File: config.mk
export PLATFORM = sky130hd
export DESIGN_NAME = hartslag_generator_flat
export DESIGN_NICKNAME = d
export VERILOG_FILES = /design/src/rtl/hartslag_generator_if.sv /design/src/rtl/hartslag_generator.sv /design/src/flat_wrapper.sv
export SDC_FILE = /design/constraint.sdc
export NUM_CORES = 1
export LEC_CHECK = 0
export ABC_AREA = 1
export CAP_MARGIN = 15
export CORE_AREA = 2 2 141 143
export CTS_CLUSTER_SIZE = 40
export DETAILED_ROUTE_END_ITERATION = 16
export DIE_AREA = 0 0 143 145
export HOLD_SLACK_MARGIN = 0.05
export PLACE_DENSITY = 0.72
export SKIP_CTS_REPAIR_TIMING = 1
export SYNTH_ARGS = -nofsm -noshare
export SYNTH_HDL_FRONTEND = slang
export SYNTH_SLANG_ARGS = --single-unit
File: constraint.sdc
create_clock -name CLK -period 8.6 [get_ports CLK]
set_input_delay 2.58 -clock CLK [delete_from_list [all_inputs] [get_ports CLK]]
set_output_delay 2.58 -clock CLK [all_outputs]
set_load 0.005 [all_outputs]
File: src/rtl/hartslag_generator_if.sv
// Heart-rate pulse interface: the generator drives the pulse side, the
// counter or bench drives enable and requested rate.
interface hartslag_generator_if;
    logic       Enable;
    logic [7:0] Freq;
    logic       Puls;
    logic [7:0] Tel;
    logic       Venster;

    modport master (input Enable, Freq, output Puls, Tel, Venster);
    modport slave  (output Enable, Freq, input Puls, Tel, Venster);
endinterface

File: src/rtl/hartslag_generator.sv
// Synthetic heartbeat source: Freq evenly spaced pulses per 2^WINDOW-cycle
// window, period derived by a bit-serial restoring divider.
module hartslag_generator #(
    parameter int unsigned WINDOW    = 28,
    parameter int unsigned PULSE_LEN = 4
) (
    input  logic                 CLK,
    input  logic                 Reset,
    hartslag_generator_if.master hs
);
    localparam int unsigned       DW    = (WINDOW > 8) ? WINDOW : 8;
    localparam logic [WINDOW-1:0] W_FIN = WINDOW'(WINDOW + 1);
    localparam logic [WINDOW-1:0] ONE   = WINDOW'(1);
    localparam logic [WINDOW-1:0] TWO   = WINDOW'(2);
    localparam logic [WINDOW-1:0] PLEN  = WINDOW'(PULSE_LEN);

    typedef enum logic [1:0] {IDLE, DELEN, ACTIEF, WACHT} state_t;

    state_t            state;
    logic [WINDOW-1:0] w;
    logic [WINDOW-1:0] q;
    logic [WINDOW-1:0] p;
    logic [WINDOW-1:0] ph;
    logic [DW-1:0]     r;
    logic [7:0]        f;
    logic [7:0]        tel;
    logic              puls;
    logic              venster;

    logic [DW:0]       r_sh;
    logic [DW:0]       f_ext;
    logic [WINDOW-1:0] p_div;
    logic [WINDOW-1:0] h;

    assign hs.Puls    = puls;
    assign hs.Tel     = tel;
    assign hs.Venster = venster;

    // Dividend is 2^WINDOW-1 (all ones), so every step shifts in a 1.
    always_comb begin
        r_sh  = {r, 1'b1};
        f_ext = (DW + 1)'(f);
        p_div = (q < TWO) ? TWO : q;
        h     = ((p - ONE) < PLEN) ? (p - ONE) : PLEN;
    end

    always_ff @(posedge CLK or posedge Reset) begin
        if (Reset) begin
            state   <= IDLE;
            w       <= '0;
            q       <= '0;
            p       <= '0;
            ph      <= '0;
            r       <= '0;
            f       <= '0;
            tel     <= '0;
            puls    <= 1'b0;
            venster <= 1'b0;
        end else if (!hs.Enable) begin
            state   <= IDLE;
            w       <= '0;
            puls    <= 1'b0;
            venster <= 1'b0;
        end else begin
            w       <= w + ONE;
            venster <= (w == '0);
            if (w == '0) begin
                f     <= hs.Freq;
                tel   <= '0;
                puls  <= 1'b0;
                r     <= '0;
                q     <= '0;
                ph    <= '0;
                state <= (hs.Freq != 8'd0) ? DELEN : WACHT;
            end else begin
                case (state)
                    DELEN: begin
                        if (w == W_FIN) begin
                            p     <= p_div;
                            puls  <= 1'b1;
                            tel   <= tel + 8'd1;
                            ph    <= ONE;
                            state <= ACTIEF;
                        end else if (r_sh >= f_ext) begin
                            r <= DW'(r_sh - f_ext);
                            q <= {q[WINDOW-2:0], 1'b1};
                        end else begin
                            r <= r_sh[DW-1:0];
                            q <= {q[WINDOW-2:0], 1'b0};
                        end
                    end
                    ACTIEF: begin
                        // ph counts cycles since the last rise; h < p keeps fall and rise apart.
                        if (ph == h) begin
                            puls <= 1'b0;
                            if (tel == f) state <= WACHT;
                        end
                        if (ph == p && tel != f) begin
                            puls <= 1'b1;
                            tel  <= tel + 8'd1;
                            ph   <= ONE;
                        end else begin
                            ph <= ph + ONE;
                        end
                    end
                    default: puls <= 1'b0;
                endcase
            end
        end
    end
endmodule

File: src/flat_wrapper.sv
// flat-port wrapper written by rule: the top's interface ports become plain ports
module hartslag_generator_flat 
#(
    parameter int unsigned WINDOW    = 28,
    parameter int unsigned PULSE_LEN = 4
)
  (CLK, Reset, hs_Enable, hs_Freq, hs_Puls, hs_Tel, hs_Venster);
  hartslag_generator_if hs_i ();
  input  logic CLK;
  input  logic Reset;
  input wire logic [$bits(hs_i.Enable)-1:0] hs_Enable;
  input wire logic [$bits(hs_i.Freq)-1:0] hs_Freq;
  output wire logic [$bits(hs_i.Puls)-1:0] hs_Puls;
  output wire logic [$bits(hs_i.Tel)-1:0] hs_Tel;
  output wire logic [$bits(hs_i.Venster)-1:0] hs_Venster;
  assign hs_i.Enable = hs_Enable;
  assign hs_i.Freq = hs_Freq;
  assign hs_Puls = hs_i.Puls;
  assign hs_Tel = hs_i.Tel;
  assign hs_Venster = hs_i.Venster;
  hartslag_generator #(.WINDOW(WINDOW), .PULSE_LEN(PULSE_LEN)) u_core (.CLK(CLK), .Reset(Reset), .hs(hs_i));
endmodule
Yosys cells after proc, flatten, opt, wreduce, memory -nomap -nowiden
Index checks and enable logic that the tools add are counted.
{"block": "word_totals", "output_inout_bits": 10, "word_cells": 79, "in_bits": 11, "ff_bits": 160}
{"block": "classes", "reduce_logical": 12, "addsub": 5, "order_cmp": 3, "n_bitwise": 1, "n_eq_ne": 15, "muxes": 33}
{"operator": "$mux W28", "count": 13}
{"operator": "$add A28 B1 Y28 const B", "count": 2}
{"operator": "$eq A28 B28 Y1", "count": 2}
{"operator": "$pmux W28 S2", "count": 1}
{"operator": "$ge A29 B8 Y1", "count": 1}
{"operator": "$eq A28 B5 Y1 const B", "count": 1}
{"operator": "$logic_not A28 Y1", "count": 1}
{"operator": "$lt A28 B2 Y1 const B", "count": 1}
{"operator": "$lt A28 B3 Y1 const B", "count": 1}
{"operator": "$sub A28 B1 Y28 const B", "count": 1}
{"operator": "$sub A28 B8 Y28", "count": 1}
{"operator": "$mux W8", "count": 3}
{"operator": "$pmux W8 S2", "count": 1}
{"operator": "$mux W2", "count": 6}
{"operator": "$ne A4 B2 Y1 const B", "count": 3}
{"operator": "$reduce_and A4 Y1", "count": 3}
{"operator": "$add A8 B1 Y8 const B", "count": 1}
{"operator": "$eq A8 B8 Y1", "count": 1}
{"operator": "$ne A8 B8 Y1", "count": 1}
{"operator": "$reduce_bool A8 Y1", "count": 1}
{"operator": "$mux W1", "count": 7}
{"operator": "$ne A3 B1 Y1 const B", "count": 2}
{"operator": "$reduce_and A3 Y1", "count": 2}
{"operator": "$ne A5 B2 Y1 const B", "count": 1}
{"operator": "11 further kinds", "count": 12}

Depth between registers and ports, before layout
Gate-level depths: netlist of the first run.
{"block": "logic_depth", "depth_word": 9, "depth_mapped": 23}

Worst setup path after synthesis of the first run
Ideal clock, no wire load.
{"block": "synth_path", "path_type": "input -> register", "from": "input hs_Enable", "to": "register u_core.ph[19]", "required_ns": 8.468, "path_slack_ns": 4.813, "path_buffers": 0, "cell_stages": 9, "t_arrival_ns": 3.655, "path_cell_list": "inv_1 -> nor2_1 -> a31oi_1 -> nor3_1 -> inv_1 -> nor2_1 -> inv_1 -> o21ai_1 -> a22oi_1"}
{"block": "synth_between", "elab_chain_cells": 1}
{"element": "from (decl)", "line_no": "flat_wrapper.sv:11", "source": "input wire logic [$bits(hs_i.Enable)-1:0] hs_Enable;"}
{"element": "$reduce_and A3 Y1 (no source line)"}
{"element": "to (signal assigned)", "line_no": "hartslag_generator.sv:103", "source": "ph <= ph + ONE;"}
{"element": "to (decl)", "line_no": "hartslag_generator.sv:23", "source": "logic [WINDOW-1:0] ph;"}
Every way passes these cells.
A chain may end at the register's enable or synchronous reset.

Final worst setup path of the first run
{"block": "layout_path", "from": "input hs_Enable", "to": "register u_core.tel[4] (netlist: u_core.hs.Tel[4])"}
{"block": "layout_between", "elab_chain_cells": 1}
{"element": "$reduce_and A4 Y1 (no source line)"}
{"element": "to (signal assigned)", "line_no": "hartslag_generator.sv:81", "source": "tel <= tel + 8'd1;"}
{"element": "to (signal assigned)", "line_no": "hartslag_generator.sv:100", "source": "tel <= tel + 8'd1;"}
{"element": "to (decl)", "line_no": "hartslag_generator.sv:26", "source": "logic [7:0] tel;"}
Every way passes these cells.

==> results of run 1 <==
[path summary, 6_finish.rpt]
path / from / to / slack (ns)
max: hs_Enable / u_core.hs.Tel[4]$_DFFE_PP0P_ / 2.26
min reg2reg: u_core.q[16]$_DFFE_PP0P_ / u_core.p[16]$_DFFE_PP0P_ / 0.49
min in group asynchronous: Reset / u_core.p[3]$_DFFE_PP0P_ / 2.72
max reg2reg: u_core.w[0]$_DFF_PP0_ / u_core.hs.Tel[4]$_DFFE_PP0P_ / 4.80
min: u_core.q[16]$_DFFE_PP0P_ / u_core.p[16]$_DFFE_PP0P_ / 0.49
max in group asynchronous: Reset / u_core.r[19]$_DFFE_PP0P_ / 4.51
[registers in the layout (all words and copies together) (netlist names), 2 cells and up]
| signal | cells |
|---|---|
| u_core.f | 8 |
| u_core.p | 28 |
| u_core.r | 28 |
| u_core.ph | 28 |
| u_core.q | 28 |
| u_core.w | 28 |
| u_core.state | 2 |
| u_core.hs.Tel | 8 |
[stage by stage]
| stage | worst slack, ns | utilization, % | instances | power [W] |
|---|---|---|---|---|
| after detailed placement | 1.93 | 52.6 | 1590 | 0.00186 |
| after CTS | 2.35 | 55.6 | 1622 | 0.00261 |
| after floorplan | 1.70 | - | 1332 | 0.00165 |
| after global placement | 2.02 | 52.6 | 1590 | 0.00184 |
| final | 2.26 | 55.6 | 1622 | 0.00261 |
| after global routing | 1.94 | 55.6 | 1622 | 0.00282 |
[report_power, final]
part           leakage, nW  total (W)  internal [W]  switching [W]
Combinational         2.22   0.000946      0.000301       0.000645
Sequential            2.08   0.000910      0.000832      0.0000779
Clock                0.281   0.000750      0.000409       0.000341
[area by class of cell]
class / count / area (um^2) / area share, %
tap: 265 / 332 / 3.11
sequential: 160 / 4000 / 37.5
timing repair buffer: 24 / 230 / 2.16
clock buffer: 18 / 429 / 4.02
clock inverter: 14 / 144 / 1.35
multi-input combinational: 952 / 4820 / 45.1
inverter: 189 / 714 / 6.70
[worst max-delay path, cell delays in order]
cell                              delay (ns)
sky130_fd_sc_hd__clkdlybuf4s50_1        0.71
sky130_fd_sc_hd__inv_1                  0.68
sky130_fd_sc_hd__nor2_1                 0.14
sky130_fd_sc_hd__a31oi_1                0.76
sky130_fd_sc_hd__inv_1                  0.45
sky130_fd_sc_hd__nand2_1                0.42
sky130_fd_sc_hd__inv_1                  0.41
sky130_fd_sc_hd__nand2_1                0.24
sky130_fd_sc_hd__nor2_1                 0.06
sky130_fd_sc_hd__a21oi_1                0.12
sky130_fd_sc_hd__nor3_1                 0.06
[logic make-up (layout without fill, tap and decap cells)]
group / count (synthesis) / in the layout / synth area share [%]
xor gates and xnor gates: 40 / 40 / 3.63
buffers and inverters: 220 / 245 / 8.73
AOI/OAI and AO/OA: 200 / 200 / 11.4
DFF: 160 / 160 / 41.5
and+or+nand+nor: 696 / 696 / 32.7
adders and majority gates: 16 / 16 / 2.15
[synthesized netlist by cell type (all sizes together)]
library cell  number  area, um^2
nand3             70         365
nor2             201         837
ha                15         188
clkbuf            24        90.1
o21a               3        22.5
o211ai             1        7.51
a31oi              4        25.0
nand2            289        1100
a211oi             3        27.5
xnor2             17         149
and2               1        6.26
o21ai             95         475
nand4             47         294
a32o               1        10.0
nand3b             2        15.0
nor3              48         245
a22oi              3        22.5
a311oi             2        17.5
nor3b              4        40.0
buf                7        43.8
xor2              23         201
inv              188         706
dfrtp            160        4000
nor4              25         184
a21oi             50         250
or4                1        7.51
clkinv             1        3.75
and3               4        25.0
o22ai             38         238
or2                3        18.8
nor4b              1        15.0
fa                 1        20.0
[metal layers]
layer | vias to the layer above | wire length [um] | global-route usage (%)
met1 | 4151 | 11500 | 35.5
met4 | 0 | 667 | 9.06
met3 | 40 | 1350 | 3.80
met2 | 268 | 11200 | 38.3
li1 | 4407 | - | -
met5 | - | 0 | 0
[layout by cell type (no fill, tap or decap), types with 38 or more instances in the layout]
cell type	synthesis	final
sky130_fd_sc_hd__nand3_1	67	67
sky130_fd_sc_hd__o22ai_1	38	38
sky130_fd_sc_hd__nor2_1	180	179
sky130_fd_sc_hd__nor3_1	47	47
sky130_fd_sc_hd__inv_1	183	182
sky130_fd_sc_hd__nand2_1	282	282
sky130_fd_sc_hd__o21ai_0	91	91
sky130_fd_sc_hd__dfrtp_1	160	160
sky130_fd_sc_hd__a21oi_1	50	50
sky130_fd_sc_hd__nand4_1	47	47
==> metrics.txt, run 1 <==
# TYPE chip_impl_metric gauge
chip_impl_info{name="cp-start-kind",value="input port"} 1
chip_impl_metric{name="core.rowCount",unit=""} 51
chip_impl_metric{name="clock_skew",unit="ns"} 0.0184
chip_impl_metric{name="worst_pin_slew",unit="ns"} 1.05
chip_impl_metric{name="antenna-diode-count",unit=""} 0
chip_impl_metric{name="die_width",unit="um"} 143
chip_impl_info{name="crit_type",value="input port to flop"} 1
chip_impl_metric{name="cts.clk_slew.worst_paths",unit="ns"} 0.07
chip_impl_metric{name="num_io_pins",unit=""} 21
chip_impl_metric{name="cell_area_after_technology_mapping",unit="mm^2"} 0.00966
chip_impl_metric{name="die_h",unit="um"} 145
chip_impl_info{name="crit_path_end_kind",value="flop"} 1
chip_impl_metric{name="antenna_left",unit=""} 0
chip_impl_metric{name="post_drt_wl_per_cell",unit="um"} 15.2
chip_impl_metric{name="portBuffers",unit=""} 20
chip_impl_info{name="tritoncts",value="yes"} 1
chip_impl_metric{name="netlist-cell-type-count",unit=""} 45
chip_impl_metric{name="grt_first_pass_wirelength",unit="mm"} 41.5
chip_impl_metric{name="grt_pass1_vias",unit=""} 8422
chip_impl_metric{name="fillerInstances",unit=""} 1791
chip_impl_metric{name="power.leakage",unit="nW"} 4.58
chip_impl_metric{name="vdd.ir_drop.worst",unit="mV"} 0.220
chip_impl_metric{name="worst_ep_required_time",unit="ns"} 8.91
chip_impl_metric{name="worst_hold_path.num_cells",unit=""} 2
chip_impl_metric{name="drt_first_iter_violations",unit=""} 671
chip_impl_metric{name="synth.net_count",unit=""} 1359
chip_impl_metric{name="drt-vias-per-instance",unit=""} 5.47
chip_impl_metric{name="hold_viol_final",unit=""} 0
chip_impl_metric{name="slew_viol_final",unit=""} 0
chip_impl_metric{name="synthCells",unit=""} 1332
chip_impl_metric{name="synth-seq-cells",unit=""} 160
chip_impl_metric{name="place.detailed.hpwl",unit="mm"} 18.1
chip_impl_metric{name="cts_sinks",unit=""} 160
chip_impl_metric{name="max_cap_violations",unit=""} 0
chip_impl_metric{name="fmaxAchievable",unit="GHz"} 0.158
chip_impl_metric{name="gp_congestion",unit=""} 0.941
chip_impl_metric{name="worstRegToRegCells",unit=""} 14
chip_impl_info{name="worst_hold_path_type",value="flop to flop"} 1
chip_impl_metric{name="postPlaceCellArea",unit="mm^2"} 0.0101
chip_impl_metric{name="layout-drive-gt1-share",unit="%"} 6.19
chip_impl_metric{name="finalWirelength",unit="mm"} 24.7
chip_impl_metric{name="finalInstanceArea",unit="mm^2"} 0.0107
chip_impl_metric{name="fin_hold_ws",unit="ns"} 0.487
chip_impl_metric{name="grt_overflow_total",unit=""} 0
chip_impl_metric{name="p_per_area",unit="mW/mm^2"} 244
chip_impl_metric{name="final_net_count",unit=""} 1371
chip_impl_metric{name="ctsLongestPathBuffers",unit=""} 2
chip_impl_metric{name="final_min_period_over_clock_period",unit="%"} 73.7
chip_impl_metric{name="fraction_of_the_yosys_area_taken_by_sequential_cells",unit="%"} 41.5
chip_impl_metric{name="remaining_drc_errors",unit=""} 0
chip_impl_metric{name="numCtsBuffers",unit=""} 17
chip_impl_metric{name="route.vias.total",unit=""} 8866
chip_impl_metric{name="grt_start_max_net_pins",unit=""} 95
chip_impl_metric{name="report.final.setup_viol",unit=""} 0
chip_impl_metric{name="slew-limit-headroom",unit="%"} 29.4
chip_impl_metric{name="initial_core_util",unit="%"} 50.3
chip_impl_metric{name="synthesis.yosys.warnings",unit=""} 0
chip_impl_info{name="grt_setup_unrepaired",value="false"} 1
chip_impl_metric{name="die_outline_area",unit="mm^2"} 0.0207
chip_impl_metric{name="drtPass1Iterations",unit=""} 5
chip_impl_metric{name="grt_use_total",unit="%"} 24.9
chip_impl_metric{name="final.setup.tns",unit="ns"} 0
chip_impl_metric{name="crit_arrival",unit="ns"} 6.65
chip_impl_metric{name="areaGrowthSynthToFinish",unit="%"} 10.5
chip_impl_metric{name="final_period_minus_worst_setup_slack",unit="ns"} 6.34
chip_impl_metric{name="post_synth.cell_area_avg",unit="um^2"} 7.25
chip_impl_metric{name="antenna_found_initial",unit=""} 0
chip_impl_metric{name="ctsHtreeMaxLevel",unit=""} 4
chip_impl_metric{name="fp.coreArea",unit="mm^2"} 0.0192
chip_impl_metric{name="path_max_fanout",unit=""} 22
chip_impl_metric{name="clock_latency",unit="ns"} 0.44
chip_impl_info{name="outcome",value="finished clean"} 1
chip_impl_info{name="cts_root_buf",value="sky130_fd_sc_hd__clkbuf_16"} 1
Power figures use the tool's default switching activity.
==> run 2, diff against run 1 <==
==> constraint.sdc (replaced) <==
create_clock -name CLK -period 6.4 [get_ports CLK]
set_input_delay 1.92 -clock CLK [delete_from_list [all_inputs] [get_ports CLK]]
set_output_delay 1.92 -clock CLK [all_outputs]
set_load 0.005 [all_outputs]
==> run 2 against run 1 <==
Compared with the run above: final area up 0.93%; global-route usage up 0.16 points; critical path type unchanged; largest power group unchanged; sequential power up 34%.
==> metrics.txt, run 2 (synthesis results as in run 1) <==
# TYPE chip_impl_metric gauge
chip_impl_metric{name="areaGrowthSynthToFinish",unit="%"} 11.5
chip_impl_metric{name="max_cap_violations",unit=""} 0
chip_impl_metric{name="worst_pin_slew",unit="ns"} 0.972
chip_impl_metric{name="hold_viol_final",unit=""} 0
chip_impl_metric{name="place_worst_setup_slack",unit="ns"} 1.19
chip_impl_metric{name="die_width",unit="um"} 143
chip_impl_info{name="worst_r2r_startpoint",value="u_core.w[12]$_DFF_PP0_"} 1
chip_impl_metric{name="final.setup.tns",unit="ns"} 0
chip_impl_info{name="hold_path_end",value="u_core.p[22]$_DFFE_PP0P_"} 1
chip_impl_info{name="timing.rr.end",value="u_core.hs.Tel[4]$_DFFE_PP0P_"} 1
chip_impl_metric{name="fin_hold_ws",unit="ns"} 0.490
chip_impl_metric{name="die_h",unit="um"} 145
chip_impl_metric{name="fin_ws",unit="ns"} 1.58
chip_impl_info{name="cts_root_buf",value="sky130_fd_sc_hd__clkbuf_16"} 1
chip_impl_metric{name="drt-vias-per-instance",unit=""} 5.45
chip_impl_metric{name="crit_arrival",unit="ns"} 5.17
chip_impl_metric{name="final_min_period_over_clock_period",unit="%"} 75.3
chip_impl_metric{name="report.final.setup_viol",unit=""} 0
chip_impl_metric{name="portBuffers",unit=""} 20
chip_impl_metric{name="slew_viol_final",unit=""} 0
chip_impl_metric{name="die_outline_area",unit="mm^2"} 0.0207
chip_impl_metric{name="numCtsBuffers",unit=""} 17
chip_impl_metric{name="final_net_count",unit=""} 1375
chip_impl_metric{name="ctsLongestPathBuffers",unit=""} 2
chip_impl_metric{name="cts_sinks",unit=""} 160
chip_impl_metric{name="reg2reg_setup_slack",unit="ns"} 2.50
chip_impl_metric{name="fp.coreArea",unit="mm^2"} 0.0192
chip_impl_metric{name="remaining_drc_errors",unit=""} 0
chip_impl_info{name="layout.cells.most_common",value="sky130_fd_sc_hd__nand2_1"} 1
chip_impl_metric{name="grt_overflow_total",unit=""} 0
chip_impl_info{name="worstHoldStart",value="u_core.q[22]$_DFFE_PP0P_"} 1
chip_impl_metric{name="cts.clk_slew.worst_paths",unit="ns"} 0.07
chip_impl_metric{name="worstRegToRegCells",unit=""} 15
chip_impl_metric{name="ctsHtreeMaxLevel",unit=""} 4
chip_impl_metric{name="gp_congestion",unit=""} 0.964
chip_impl_metric{name="route.vias.total",unit=""} 8856
chip_impl_info{name="cp-start-kind",value="input port"} 1
chip_impl_metric{name="path_max_fanout",unit=""} 23
chip_impl_metric{name="drt_first_iter_violations",unit=""} 776
chip_impl_info{name="outcome",value="finished clean"} 1
chip_impl_metric{name="slew-limit-headroom",unit="%"} 35.1
chip_impl_metric{name="core.rowCount",unit=""} 51
chip_impl_metric{name="power.leakage",unit="nW"} 4.62
chip_impl_metric{name="antenna-diode-count",unit=""} 0
chip_impl_metric{name="worst_hold_path.num_cells",unit=""} 2
chip_impl_metric{name="place.detailed.hpwl",unit="mm"} 18.1
chip_impl_metric{name="vdd.ir_drop.worst",unit="mV"} 0.348
chip_impl_metric{name="fillerInstances",unit=""} 1825
chip_impl_info{name="crit_path_cell_trace",value="clkdlybuf4s50_1 > buf_4 > inv_1 > nor2_1 > buf_4 > a31oi_1 > buf_4 > inv_1 > nand2_1 > inv_1 > nand2_1 > nor2_1 > a21oi_1 > nor3_1"} 1
chip_impl_metric{name="fmaxAchievable",unit="GHz"} 0.208
chip_impl_metric{name="p_per_area",unit="mW/mm^2"} 333
chip_impl_info{name="tritoncts",value="yes"} 1
chip_impl_info{name="worst_hold_path_type",value="flop to flop"} 1
chip_impl_info{name="cp_slowest_cell",value="sky130_fd_sc_hd__inv_1"} 1
chip_impl_info{name="layout.cells.most_common_list",value="282 x sky130_fd_sc_hd__nand2_1, 182 x sky130_fd_sc_hd__inv_1, 179 x sky130_fd_sc_hd__nor2_1"} 1
chip_impl_metric{name="initial_core_util",unit="%"} 50.3
chip_impl_metric{name="final_period_minus_worst_setup_slack",unit="ns"} 4.82
chip_impl_metric{name="grt_pass1_vias",unit=""} 8408
chip_impl_metric{name="num_io_pins",unit=""} 21
chip_impl_metric{name="antenna_left",unit=""} 0
chip_impl_metric{name="antenna_found_initial",unit=""} 0
chip_impl_info{name="crit_type",value="input port to flop"} 1
chip_impl_info{name="grt_setup_unrepaired",value="false"} 1
chip_impl_metric{name="grt_first_pass_wirelength",unit="mm"} 41.7
chip_impl_metric{name="grt_start_max_net_pins",unit=""} 86
chip_impl_metric{name="post_drt_wl_per_cell",unit="um"} 15.1
chip_impl_metric{name="slowest_stage_delay_on_critical_path",unit="ns"} 0.63
chip_impl_metric{name="worst_ep_required_time",unit="ns"} 6.76
chip_impl_metric{name="layout-drive-gt1-share",unit="%"} 6.54
chip_impl_info{name="crit_path_end_kind",value="flop"} 1
chip_impl_metric{name="grt_use_total",unit="%"} 25.0
chip_impl_metric{name="drtPass1Iterations",unit=""} 8
chip_impl_metric{name="clock_latency",unit="ns"} 0.44
chip_impl_metric{name="finalWirelength",unit="mm"} 24.5
chip_impl_metric{name="clock_skew",unit="ns"} 0.00964
-- run 2: changes by cell type in the layout (fill, tap and decap cells not counted), moves of 2 or more --
cell                         before  now
sky130_fd_sc_hd__clkinvlp_4       1    4
sky130_fd_sc_hd__bufinv_16        1    4
sky130_fd_sc_hd__buf_4            4    8
sky130_fd_sc_hd__inv_8            2    0
sky130_fd_sc_hd__inv_6            7    5
-- run 2: metal layers --
layer | vias to the layer above | GRT usage, % | routed length (um)
met5 | - | 0 | 0
met4 | 0 | 8.02 | 638
met3 | 45 | 4.29 | 1550
met2 | 294 | 39.0 | 11200
met1 | 4103 | 35.6 | 11200
li1 | 4414 | - | -
-- run 2: power breakdown --
| part | internal, W | switching (W) | total [W] |
|---|---|---|---|
| Sequential | 0.00112 | 0.000105 | 0.00122 |
| Clock | 0.000669 | 0.000435 | 0.00110 |
| Combinational | 0.000409 | 0.000846 | 0.00125 |
-- run 2: cell type report --
class,count,area [um^2],share of cell area [%]
Tap cell,265,332,3.08
Multi-Input combinational cell,952,4820,44.7
Clock buffer,18,439,4.08
Clock inverter,14,203,1.88
Timing Repair Buffer,28,260,2.42
Sequential cell,160,4000,37.2
Inverter,189,714,6.63
-- run 2: worst max path at each step --
stage | slack (ns) | end | from | cells after the start
6_report | 1.58 | u_core.hs.Tel[4]$_DFFE_PP0P_ | hs_Enable | 14
5_1_grt | 1.29 | u_core.hs.Tel[4]$_DFFE_PP0P_ | hs_Enable | 14
4_1_cts | 1.65 | u_core.hs.Tel[4]$_DFFE_PP0P_ | hs_Enable | 14
3_5_place_dp | 1.19 | u_core.hs.Tel[4]$_DFFE_PP0P_ | hs_Enable | 14
3_3_place_gp | 1.26 | u_core.hs.Tel[4]$_DFFE_PP0P_ | hs_Enable | 14
2_1_floorplan | 0.16 | u_core.f[0]$_DFFE_PP0P_ | Reset | 1
-- run 2: metrics by stage --
step | cells | area, um^2 | utilization [%] | total power (W)
global route | 1626 | 10800 | 56.1 | 0.00386
finish | 1626 | 10800 | 56.1 | 0.00358
floorplan | 1332 | 9660 | - | 0.00221
CTS | 1626 | 10800 | 56.1 | 0.00360
detailed placement | 1594 | 10100 | 52.7 | 0.00249
global placement | 1594 | 10100 | 52.7 | 0.00246
-- run 2: critical path, delay by kind of cell --
| family | cells | cell delay [ns] |
|---|---|---|
| buffers and inverters | 7 | 2.10 |
| and+or+nand+nor | 5 | 0.97 |
| AOI/OAI and AO/OA | 2 | 0.17 |
